File: config.mk
export PLATFORM = sky130hd
export DESIGN_NAME = data_bus_decoder_flat
export DESIGN_NICKNAME = d
export VERILOG_FILES = /design/src/rtl/data_bus_decoder_if.sv /design/src/rtl/data_bus_decoder.sv /design/src/flat_wrapper.sv
export SDC_FILE = /design/constraint.sdc
export NUM_CORES = 1
export LEC_CHECK = 0
export BUFFER_PORTS_ARGS = -buffer_cell sky130_fd_sc_hd__buf_2
export CAP_MARGIN = 40
export CORE_AREA = 2 2 122 124
export CTS_CLUSTER_DIAMETER = 200
export DETAILED_ROUTE_END_ITERATION = 6
export DIE_AREA = 0 0 124 126
export GPL_ROUTABILITY_DRIVEN = 1
export SETUP_SLACK_MARGIN = 0.4
export SYNTH_ARGS = -nofsm -noshare
export SYNTH_HDL_FRONTEND = slang
export SYNTH_SLANG_ARGS = --single-unit
File: constraint.sdc
create_clock -name clk -period 2.3 [get_ports clk]
set_clock_uncertainty 0.05 [all_clocks]
set_input_delay 0.345 -clock clk [delete_from_list [all_inputs] [get_ports clk]]
set_output_delay 0.345 -clock clk [all_outputs]
set_load 0.02 [all_outputs]
File: src/rtl/data_bus_decoder_if.sv
// Wishbone classic point-to-point bus. Modports are named from the bus master's and the slave's side.
interface data_bus_decoder_if;
  logic        cyc;
  logic        stb;
  logic        we;
  logic [31:0] adr;
  logic [31:0] dat_o;
  logic [31:0] dat_i;
  logic        ack;

  modport master (output cyc, stb, we, adr, dat_o, input dat_i, ack);
  modport slave  (input cyc, stb, we, adr, dat_o, output dat_i, ack);
endinterface

File: src/rtl/data_bus_decoder.sv
// Wishbone classic data-bus decoder: routes the master to RAM (s0) or I/O (s1) and error-acks unmapped or stalled cycles.
// Latency: the slave is strobed one cycle after decode, and m_ack passes through combinationally; a slave stall ends in an error ack after TIMEOUT cycles.
module data_bus_decoder #(
  parameter logic [31:0] S0_BASE = 32'h0000_0000,
  parameter logic [31:0] S0_MASK = 32'hFFFF_0000,
  parameter logic [31:0] S1_BASE = 32'h1000_0000,
  parameter logic [31:0] S1_MASK = 32'hFFFF_F000,
  parameter int unsigned TIMEOUT = 255
) (
  input  logic                      clk,
  input  logic                      rst,
  data_bus_decoder_if.slave         m_bus,
  data_bus_decoder_if.master        s0_bus,
  data_bus_decoder_if.master        s1_bus,
  output logic                      m_err,
  output logic [7:0]                err_count
);

  typedef enum logic [1:0] { IDLE, SEL0, SEL1, ERROR } state_t;

  localparam logic [7:0] TMO_LAST = 8'(TIMEOUT - 1);

  state_t     state;
  state_t     state_nxt;
  logic [7:0] tmo_cnt;
  logic [7:0] tmo_cnt_nxt;
  logic       req;
  logic       s0_hit;
  logic       s1_hit;

  assign req    = m_bus.cyc & m_bus.stb;
  assign s0_hit = (m_bus.adr & S0_MASK) == S0_BASE;
  assign s1_hit = (m_bus.adr & S1_MASK) == S1_BASE;

  always_ff @(posedge clk) begin
    if (rst) begin
      state     <= IDLE;
      tmo_cnt   <= '0;
      err_count <= '0;
    end else begin
      state   <= state_nxt;
      tmo_cnt <= tmo_cnt_nxt;
      if (state == ERROR && err_count != 8'hFF) begin
        err_count <= err_count + 8'd1;
      end
    end
  end

  // Outputs are forced low while rst is high so an interrupted transfer never leaks a strobe or ack.
  always_comb begin
    state_nxt    = state;
    tmo_cnt_nxt  = '0;
    m_bus.ack    = 1'b0;
    m_bus.dat_i  = '0;
    m_err        = 1'b0;
    s0_bus.cyc   = 1'b0;
    s0_bus.stb   = 1'b0;
    s0_bus.we    = 1'b0;
    s0_bus.adr   = '0;
    s0_bus.dat_o = '0;
    s1_bus.cyc   = 1'b0;
    s1_bus.stb   = 1'b0;
    s1_bus.we    = 1'b0;
    s1_bus.adr   = '0;
    s1_bus.dat_o = '0;
    if (!rst) begin
      case (state)
        IDLE: begin
          if (req) begin
            if (s0_hit) begin
              state_nxt = SEL0;
            end else if (s1_hit) begin
              state_nxt = SEL1;
            end else begin
              state_nxt = ERROR;
            end
          end
        end
        SEL0: begin
          s0_bus.cyc   = m_bus.cyc;
          s0_bus.stb   = m_bus.stb;
          s0_bus.we    = m_bus.we;
          s0_bus.adr   = m_bus.adr;
          s0_bus.dat_o = m_bus.dat_o;
          m_bus.dat_i  = s0_bus.dat_i;
          m_bus.ack    = s0_bus.ack & m_bus.stb;
          if (!m_bus.stb || s0_bus.ack) begin
            state_nxt = IDLE;
          end else if (tmo_cnt == TMO_LAST) begin
            state_nxt = ERROR;
          end else begin
            tmo_cnt_nxt = tmo_cnt + 8'd1;
          end
        end
        SEL1: begin
          s1_bus.cyc   = m_bus.cyc;
          s1_bus.stb   = m_bus.stb;
          s1_bus.we    = m_bus.we;
          s1_bus.adr   = m_bus.adr;
          s1_bus.dat_o = m_bus.dat_o;
          m_bus.dat_i  = s1_bus.dat_i;
          m_bus.ack    = s1_bus.ack & m_bus.stb;
          if (!m_bus.stb || s1_bus.ack) begin
            state_nxt = IDLE;
          end else if (tmo_cnt == TMO_LAST) begin
            state_nxt = ERROR;
          end else begin
            tmo_cnt_nxt = tmo_cnt + 8'd1;
          end
        end
        ERROR: begin
          m_bus.ack = 1'b1;
          m_err     = 1'b1;
          state_nxt = IDLE;
        end
        default: begin
          state_nxt = IDLE;
        end
      endcase
    end
  end

endmodule

File: src/flat_wrapper.sv
// flat-port wrapper written by rule: the top's interface ports become plain ports
module data_bus_decoder_flat 
#(
  parameter logic [31:0] S0_BASE = 32'h0000_0000,
  parameter logic [31:0] S0_MASK = 32'hFFFF_0000,
  parameter logic [31:0] S1_BASE = 32'h1000_0000,
  parameter logic [31:0] S1_MASK = 32'hFFFF_F000,
  parameter int unsigned TIMEOUT = 255
)
  (clk, rst, m_err, err_count, m_bus_cyc, m_bus_stb, m_bus_we, m_bus_adr, m_bus_dat_o, m_bus_dat_i, m_bus_ack, s0_bus_cyc, s0_bus_stb, s0_bus_we, s0_bus_adr, s0_bus_dat_o, s0_bus_dat_i, s0_bus_ack, s1_bus_cyc, s1_bus_stb, s1_bus_we, s1_bus_adr, s1_bus_dat_o, s1_bus_dat_i, s1_bus_ack);
  data_bus_decoder_if m_bus_i ();
  data_bus_decoder_if s0_bus_i ();
  data_bus_decoder_if s1_bus_i ();
  input  logic clk;
  input  logic rst;
  output logic m_err;
  output logic [7:0] err_count;
  input wire logic [$bits(m_bus_i.cyc)-1:0] m_bus_cyc;
  input wire logic [$bits(m_bus_i.stb)-1:0] m_bus_stb;
  input wire logic [$bits(m_bus_i.we)-1:0] m_bus_we;
  input wire logic [$bits(m_bus_i.adr)-1:0] m_bus_adr;
  input wire logic [$bits(m_bus_i.dat_o)-1:0] m_bus_dat_o;
  output wire logic [$bits(m_bus_i.dat_i)-1:0] m_bus_dat_i;
  output wire logic [$bits(m_bus_i.ack)-1:0] m_bus_ack;
  output wire logic [$bits(s0_bus_i.cyc)-1:0] s0_bus_cyc;
  output wire logic [$bits(s0_bus_i.stb)-1:0] s0_bus_stb;
  output wire logic [$bits(s0_bus_i.we)-1:0] s0_bus_we;
  output wire logic [$bits(s0_bus_i.adr)-1:0] s0_bus_adr;
  output wire logic [$bits(s0_bus_i.dat_o)-1:0] s0_bus_dat_o;
  input wire logic [$bits(s0_bus_i.dat_i)-1:0] s0_bus_dat_i;
  input wire logic [$bits(s0_bus_i.ack)-1:0] s0_bus_ack;
  output wire logic [$bits(s1_bus_i.cyc)-1:0] s1_bus_cyc;
  output wire logic [$bits(s1_bus_i.stb)-1:0] s1_bus_stb;
  output wire logic [$bits(s1_bus_i.we)-1:0] s1_bus_we;
  output wire logic [$bits(s1_bus_i.adr)-1:0] s1_bus_adr;
  output wire logic [$bits(s1_bus_i.dat_o)-1:0] s1_bus_dat_o;
  input wire logic [$bits(s1_bus_i.dat_i)-1:0] s1_bus_dat_i;
  input wire logic [$bits(s1_bus_i.ack)-1:0] s1_bus_ack;
  assign m_bus_i.cyc = m_bus_cyc;
  assign m_bus_i.stb = m_bus_stb;
  assign m_bus_i.we = m_bus_we;
  assign m_bus_i.adr = m_bus_adr;
  assign m_bus_i.dat_o = m_bus_dat_o;
  assign m_bus_dat_i = m_bus_i.dat_i;
  assign m_bus_ack = m_bus_i.ack;
  assign s0_bus_cyc = s0_bus_i.cyc;
  assign s0_bus_stb = s0_bus_i.stb;
  assign s0_bus_we = s0_bus_i.we;
  assign s0_bus_adr = s0_bus_i.adr;
  assign s0_bus_dat_o = s0_bus_i.dat_o;
  assign s0_bus_i.dat_i = s0_bus_dat_i;
  assign s0_bus_i.ack = s0_bus_ack;
  assign s1_bus_cyc = s1_bus_i.cyc;
  assign s1_bus_stb = s1_bus_i.stb;
  assign s1_bus_we = s1_bus_i.we;
  assign s1_bus_adr = s1_bus_i.adr;
  assign s1_bus_dat_o = s1_bus_i.dat_o;
  assign s1_bus_i.dat_i = s1_bus_dat_i;
  assign s1_bus_i.ack = s1_bus_ack;
  data_bus_decoder #(.S0_BASE(S0_BASE), .S0_MASK(S0_MASK), .S1_BASE(S1_BASE), .S1_MASK(S1_MASK), .TIMEOUT(TIMEOUT)) u_core (.clk(clk), .rst(rst), .m_bus(m_bus_i), .s0_bus(s0_bus_i), .s1_bus(s1_bus_i), .m_err(m_err), .err_count(err_count));
endmodule
# Word-level counts from Yosys, hierarchy flattened
# Index checks and enable logic that the tools add are counted.
dict set report totals {
  output_inout_bits 176
  wordCells 58
  ff_bits 18
  inputBits 135
}
dict set report classes {
  n_eq_ne 7
  muxes 37
  addsub 2
  bitwise_logic 3
  n_reduce_logical 6
}
# cell count
set op_table {}
lappend op_table {{$mux W32} 9}
lappend op_table {{$pmux W32 S2} 1}
lappend op_table {{$logic_not A32 Y1} 1}
lappend op_table {{$mux W8} 3}
lappend op_table {{$eq A20 B17 Y1 const B} 1}
lappend op_table {{$add A8 B1 Y8 const B} 2}
lappend op_table {{$mux W1} 16}
lappend op_table {{$pmux W8 S2} 1}
lappend op_table {{$mux W2} 5}
lappend op_table {{$eq A8 B8 Y1 const B} 1}
lappend op_table {{$ne A8 B8 Y1 const B} 1}
lappend op_table {{$pmux W2 S4} 1}
lappend op_table {{$eq A2 B2 Y1 const B} 2}
lappend op_table {{$and A1 B1 Y1} 3}
lappend op_table {{$pmux W1 S3} 1}
lappend op_table {{$eq A2 B1 Y1 const B} 1}
lappend op_table {{$logic_not A2 Y1} 1}
lappend op_table {{$logic_or A1 B1 Y1} 2}
lappend op_table {{$ne A2 B1 Y1 const B} 1}
lappend op_table {{$logic_and A1 B1 Y1} 1}
lappend op_table {{$logic_not A1 Y1} 1}

# Depth between registers and ports, before layout
# Gate-level depths: netlist (run 1).
dict set report logic_depth {
  word_depth 5
  depth_mapped 8
  depth_no_buf 6
}

# Least setup slack after synthesis (run 1)
# OpenSTA, ideal clock, no wires.
dict set report synth_path {
  kind {reg2out}
  from {register u_core.state[0]}
  to {output port m_bus_ack}
  path_slack_ns 0.404
  path_stages_with_launch 7
  n_path_buf 1
  arrival_ns 1.501
  path_cell_list {dfxtp_1 > inv_1 > ha_1 > buf_2 > mux2_2 > a31oi_1 > nor3_1}
}
dict set report synth_between {
  elab_chain_cells 3
  elab_cells_between_ends 5
  cone_classes {eq/ne: 3; mux: 2}
}
# element line
set synth_lines {}
lappend synth_lines {{start: declaration} data_bus_decoder.sv:23} ;# state_t state;
lappend synth_lines {{start signal: assignment} data_bus_decoder.sv:41} ;# state <= state_nxt;
lappend synth_lines {{$eq A2 B2 Y1 or $eq A2 B1 Y1 (tied branches)} data_bus_decoder.sv:67} ;# case (state)
lappend synth_lines {{$pmux W1 S3 *} data_bus_decoder.sv:67}
lappend synth_lines {{$mux W1 *} data_bus_decoder.sv:66} ;# if (!rst) begin
lappend synth_lines {{end: declaration} flat_wrapper.sv:24} ;# output wire logic [$bits(m_bus_i.ack)-1:0] m_bus_ack;
# Every way passes the cells marked *; elsewhere a longest branch is shown, timed or not.

# Worst setup path in the final report (run 1)
dict set report layout_path {
  from {register u_core.state[0]}
  to {output port s0_bus_dat_o[11]}
}
dict set report layout_between {
  elab_chain_cells 3
}
# element line
set layout_lines {}
lappend layout_lines {{$eq A2 B1 Y1} data_bus_decoder.sv:67}
lappend layout_lines {{$mux W32} data_bus_decoder.sv:67}
lappend layout_lines {{$mux W32} data_bus_decoder.sv:66}
lappend layout_lines {{end: declaration} flat_wrapper.sv:29} ;# output wire logic [$bits(s0_bus_i.dat_o)-1:0] s0_bus_dat_o;
# Every way passes these cells.

==> reports/metrics.cfg, run 1 <==
[sta]
rsz0062_at_grt = true
max_clock_freq_mhz = 494
final_hold_viol_count = 0
final.setup.tns_ns = 0
period_needed_ns = 2.02
setup-violations-final = 0
worst_slew_pin_slew_ns = 0.509
slew_headroom = 0.657
finalCritPeriodShare = 0.880
maxSlewViolCount = 0

[min_path]
hold_path_depth = 2
hold-path-endpoint = u_core.state[1]
hold_path.class = input pin to flop
worstHoldStart = m_bus_adr[28]

[run]
cap_violations = 0

[finish]
layout_commonest_cell = buf_2
instances_no_fill = 839
final_net_count = 799
drive_gt1_frac = 0.696
syn_to_final_growth_pct = 136
antenna_cells = 0
nFillCells = 1465
final_cell_mix = 221 x buf_2, 72 x buf_6, 68 x and2_1

[synthesis]
ys_types = 36
ys_seq_area_frac = 0.154
syn_area_um2 = 2340
synthArstFlopShare = 0
synth_flop_cell = dfxtp_1
ys_warn_count = 0
synth_seq_cells = 18
postSynthCellCount = 339
syn_area_per_cell_um2 = 6.91
synth_edf_count = 0
syn-num-nets = 482

[power_and_ir_drop]
power_frac_comb = 0.772
p_sw_mw = 1.40
power.internal_mw = 1.87
leakagePower_nw = 2.76
pwr-share-seq = 0.109
switching_share = 0.428
power_density_nw_per_um2 = 593
peakVddDrop_mv = 0.349
pwr-share-clk = 0.119

[outcome]
status = finished, final reports clean

[floorplanning]
die_w_um = 124
fp.dieH_um = 126
ioPinCount = 311
die_area_um2 = 15600
initial_core_util = 0.164
rows = 44
fp.coreArea_um2 = 14300

[detailed_routing]
vias_per_cell = 4.33
route.met2.wl_mm = 7.03
vias = 3634
drt_iter0_drc = 123
antenna_left = 0
first_pass_iters = 4
wl_per_cell_um = 16.6
top_layer = met4
route.detailed.drc = 0
wl_mm = 13.9
wl_met1_mm = 5.98
dr_wl_met3_um = 816

[clocking]
cts.sinks = 18
root_buffer = clkbuf_16
cts_tree = done
h-tree-depth = 1
clock_path_buffers = 2
clk-insertion-delay-late_ns = 0.25
cts_made_buffers = 3
clk_pin_slew_worst_paths_ns = 0.05

[place]
place_congestion = 0.844
io_buffers = 310
placedCellCount = 810
post-dp-hpwl_mm = 9.00

[worst_setup_path]
setup.worst_path.start = u_core.state[0]
r2r-end = u_core.state[1]
r2r-start = u_core.state[1]
path_class = flop to output port
critPathArrivalTime_ns = 1.63
start_kind = flop
rr_worst_depth = 6
critPathMaxFanout = 17
r2r_slack_ns = 0.54
crit_required_ns = 1.90
cp-end-kind = output port

[global_routing]
grt_pass1_wl_mm = 18.5
grt_pass1_vias = 3368
antenna_found_initial = 0
track_usage = 0.151
grt_max_degree = 34
grt_overflow = 0

## routing by layer
| layer | global-route usage | up-vias |
|---|---|---|
| met5 | 0 | - |
| met1 | 0.204 | 1689 |
| met3 | 0.0249 | 10 |
| met4 | 0.0132 | 0 |
| met2 | 0.262 | 168 |
| li1 | - | 1767 |
## power by group through the flow
stage                     clock network, mW  logic, mW  registers (mW)
after floorplan                           0       1.01           0.354
after global placement                    0       1.58           0.354
after detailed placement                  0       1.58           0.355
after CTS                             0.403       2.07           0.354
after global routing                  0.414       2.69           0.362
final                                 0.389       2.53           0.358
## through the flow
| stage | power [mW] | hold WS, ns | util | worst slack, ns | instance area [um2] |
|---|---|---|---|---|---|
| finish | 3.28 | 0.389 | 0.386 | 0.276 | 5530 |
| global route | 3.47 | 0.403 | 0.386 | 0.204 | 5530 |
| CTS | 2.82 | 0.389 | 0.344 | 0.273 | 4930 |
| detailed placement | 1.93 | 0.427 | 0.285 | 0.323 | 4080 |
| global placement | 1.93 | 0.418 | 0.285 | 0.352 | 4080 |
| floorplan | 1.36 | 0.400 | - | 0.404 | 2340 |
## Yosys cell counts (2+ instances only)
| cell | number | area (um2) |
|---|---|---|
| inv_1 | 5 | 18.8 |
| dfxtp_1 | 18 | 360 |
| xor2_1 | 2 | 17.5 |
| nor2_2 | 8 | 50.1 |
| nand2_1 | 6 | 22.5 |
| and2b_1 | 2 | 15.0 |
| xnor2_1 | 6 | 52.6 |
| a21oi_1 | 3 | 15.0 |
| nand3_1 | 5 | 25.0 |
| nor3_1 | 3 | 15.0 |
| ha_1 | 8 | 100 |
| nor2_1 | 41 | 154 |
| nand4_1 | 5 | 31.3 |
| nor2b_1 | 3 | 18.8 |
| and3_1 | 2 | 12.5 |
| nor4_1 | 5 | 31.3 |
| a22oi_1 | 32 | 240 |
| a311oi_1 | 2 | 17.5 |
| buf_2 | 7 | 35.0 |
| and2_1 | 135 | 845 |
| clkbuf_1 | 20 | 75.1 |
| nand2b_1 | 2 | 12.5 |
| o221a_2 | 2 | 22.5 |
| a211oi_1 | 5 | 37.5 |
## worst max-delay path, cell delays in order (launching register included)
cell and delay, ns:
dfxtp_4 0.35, buf_4 0.14, ha_4 0.16, and2b_4 0.21, buf_12 0.16, and2_1 0.19, buf_4 0.16
## sequential cells by signal, summed over array words and instances, names as in the netlist
signal / flops
u_core.state: 2
u_core.err_count: 8
u_core.tmo_cnt: 8
## timing repair
action	CTS	global route
resized for setup	165	119
pin swaps	1	61
endpoints found under the setup margin	171	179
buffers inserted	8	1
hold buffers	0	0
endpoints found under the hold margin	0	0
cloned	7	9
## worst max path at each step
stage                        to  slack [ns]
2_1_floorplan         m_bus_ack        0.40
3_3_place_gp      s1_bus_adr[3]        0.35
3_5_place_dp    m_bus_dat_i[15]        0.32
4_1_cts               m_bus_ack        0.27
5_1_grt        s0_bus_dat_o[14]        0.20
6_report       s0_bus_dat_o[11]        0.28
## kinds of logic (layout without fill, tap and decap cells)
| group | Yosys count | in the layout | share of synthesized area |
|---|---|---|---|
| simple gates | 218 | 218 | 0.529 |
| compound gates | 51 | 51 | 0.173 |
| buf+inv | 34 | 350 | 0.0630 |
| flops | 18 | 18 | 0.154 |
| fa+ha+maj | 8 | 8 | 0.0427 |
| xor+xnor | 8 | 8 | 0.0299 |
| mux | 2 | 2 | 0.00908 |
## layout make-up
cell class	count	area, um2	area share
clock buffers	4	88.8	0.0161
repair buffers	341	2660	0.481
well taps	184	230	0.0417
multi-input cells	287	2160	0.391
flip-flops and latches	18	368	0.0666
inverters	5	23.8	0.00430
Note: power is estimated with default switching activity, not from simulation.
==> run 2, diff against run 1 <==
RECOVER_POWER = 100   (was not set)
SLEW_MARGIN = 20   (was not set)
==> run 2 against run 1 <==
Compared with the run above: combinational power decreased by 4%; non-clock buffer count unchanged; sequential share of layout area grew 0.28 points; maximum frequency is 5.9% lower; global-route usage unchanged; power shrank 3.2%; sequential power is essentially flat; critical path type unchanged; critical endpoint is now s1_bus_adr[0]; largest power group unchanged.
==> reports/metrics.cfg, run 2 (synthesized netlist as in run 1, its figures left out) <==
[finish]
drive_gt1_frac = 0.589  ; -0.107
fin_area_um2 = 5300  ; -4.0%
final_cell_mix = 170 x buf_2, 67 x and2_4, 65 x and2_1, 65 x buf_6, 56 x clkbuf_1
layout_commonest_cell = buf_2
nFillCells = 1520  ; +3.8%
reg.largest.list = u_core.err_count x8, u_core.tmo_cnt x8, u_core.state x2
regArea_um2 = 368  ; unchanged
syn_to_final_growth_pct = 126
multi_input_area_um2 = 2060  ; -4.5%
final_net_count = 799  ; unchanged

[worst_setup_path]
max_stage_delay_ns = 0.35  ; about the same
path_cells = inv_4 > ha_4 > and2b_1 > buf_12 > clkbuf_16 > and2_4 > clkbuf_2
critPathArrivalTime_ns = 1.76  ; +0.13 ns
crit_slowest_cell = dfxtp_4
rr_worst_depth = 7  ; +1
path_class = flop to output port
critPathMaxFanout = 8  ; -9
cp-end-kind = output port
start_kind = flop
crit_required_ns = 1.90  ; about the same

[clocking]
clk_pin_slew_worst_paths_ns = 0.05  ; about the same
cts.sinks = 18  ; unchanged
h-tree-depth = 1  ; unchanged
clk-insertion-delay-late_ns = 0.25  ; about the same
clock_path_buffers = 2  ; unchanged
cts_made_buffers = 3  ; unchanged
cts_tree = done
root_buffer = clkbuf_16

[power_and_ir_drop]
leakagePower_nw = 2.50  ; -9.4%
p_sw_mw = 1.37  ; -2.0%
switching_share = 0.433  ; +0.00493
pwr-share-seq = 0.113  ; +0.004
power_density_nw_per_um2 = 598  ; +0.91%
power_frac_comb = 0.765  ; -0.007
peakVddDrop_mv = 0.329  ; -5.7%
p_total_mw = 3.17  ; -3.2%
power.internal_mw = 1.80  ; -4.0%
pwr-share-clk = 0.122  ; +0.003

[detailed_routing]
first_pass_iters = 4  ; unchanged
route.detailed.drc = 0  ; unchanged
vias_per_cell = 4.35  ; +0.54%
wl_mm = 13.9  ; about the same
drt_iter0_drc = 124  ; +0.81%
vias = 3658  ; +0.66%
antenna_left = 0  ; unchanged
wl_per_cell_um = 16.6  ; -0.17%

[global_routing]
busiest_layer = met2
grt_overflow = 0  ; unchanged
grt_max_degree = 34  ; unchanged
grt_util_met3 = 0.0249  ; unchanged
met2_usage = 0.262  ; unchanged
track_usage = 0.151  ; unchanged
grt_pass1_vias = 3368  ; unchanged
grt_pass1_wl_mm = 18.5  ; unchanged
antenna_found_initial = 0  ; unchanged
grt_util_met1 = 0.204  ; unchanged

[sta]
slew_headroom = 0.653  ; -0.00390
final.setup.tns_ns = 0  ; unchanged
worst_slew_pin_slew_ns = 0.515  ; +0.00579 ns
period_needed_ns = 2.15  ; +0.128 ns
max_clock_freq_mhz = 465  ; -5.9%
setup-violations-final = 0  ; unchanged
maxSlewViolCount = 0  ; unchanged
final_hold_viol_count = 0  ; unchanged
rsz0062_at_grt = true
finalCritPeriodShare = 0.935  ; +0.0555

[min_path]
hold_path_depth = 2  ; unchanged
hold_path.class = input pin to flop

[floorplanning]
die_area_um2 = 15600  ; unchanged
ioPinCount = 311  ; unchanged
initial_core_util = 0.164  ; unchanged
rows = 44  ; unchanged
fp.dieH_um = 126  ; unchanged
fp.coreArea_um2 = 14300  ; unchanged
die_w_um = 124  ; unchanged

[place]
placed_area_um2 = 4080  ; unchanged
io_buffers = 310  ; unchanged
place_congestion = 0.844  ; unchanged
post-dp-hpwl_mm = 9.00  ; unchanged

[run]
cap_violations = 0  ; unchanged

[outcome]
status = finished, final reports clean

-- run 2: cell types whose count changed in the layout (fill, tap and decap cells not counted), sizes merged --
cell and delta:
clkbuf +64, buf -64, diode +1
-- run 2: repair_timing --
item,CTS,global route
setup endpoints to repair,171,179
buffers inserted,8,1
pin swaps,1,61
gates cloned,7,9
gates resized for setup,165,119
hold buffers,0,0
-- run 2: worst max-delay path: cells and delay by family, from the launching register on --
kind | cells | cell delay, ns
buffers and inverters | 4 | 0.60
and+or+nand+nor | 2 | 0.42
DFF | 1 | 0.35
adders and majority gates | 1 | 0.14
-- run 2: area by class of cell --
class / count / share of cell area
Inverter: 5 / 0.00448
Clock buffer: 4 / 0.0168
Multi-Input combinational cell: 287 / 0.389
Tap cell: 184 / 0.0434
Antenna cell: 1 / 0.000472
Timing Repair Buffer: 341 / 0.476
Sequential cell: 18 / 0.0694
-- run 2: metal layers --
layer / up-vias / share of wire
met5: - / 0
met4: 0 / 0.0046
met3: 8 / 0.061
met2: 175 / 0.50
met1: 1704 / 0.43
li1: 1771 / -
-- run 2: power groups by stage --
stage                     clock network [mW]  logic, mW  registers (mW)
final                                  0.388       2.43           0.359
after global routing                   0.414       2.59           0.362
after CTS                              0.403       2.07           0.354
after detailed placement                   0       1.58           0.355
after global placement                     0       1.58           0.354
after floorplan                            0       1.01           0.354
-- run 2: worst paths after layout --
path | startpoint | to | slack (ns)
setup reg to reg | u_core.state[0] | u_core.err_count[7] | 0.32
setup / recovery | u_core.state[0] | s1_bus_adr[0] | 0.15
hold reg to reg | u_core.tmo_cnt[0] | u_core.tmo_cnt[0] | 0.43
hold / removal | m_bus_adr[28] | u_core.state[1] | 0.39
-- run 2: per-stage QoR --
step	utilization	std cells	hold slack (ns)	setup slack, ns
floorplan	-	339	0.400	0.404
global placement	0.285	810	0.418	0.352
detailed placement	0.285	810	0.427	0.323
CTS	0.344	829	0.389	0.273
global route	0.370	839	0.403	0.105
finish	0.370	840	0.385	0.149
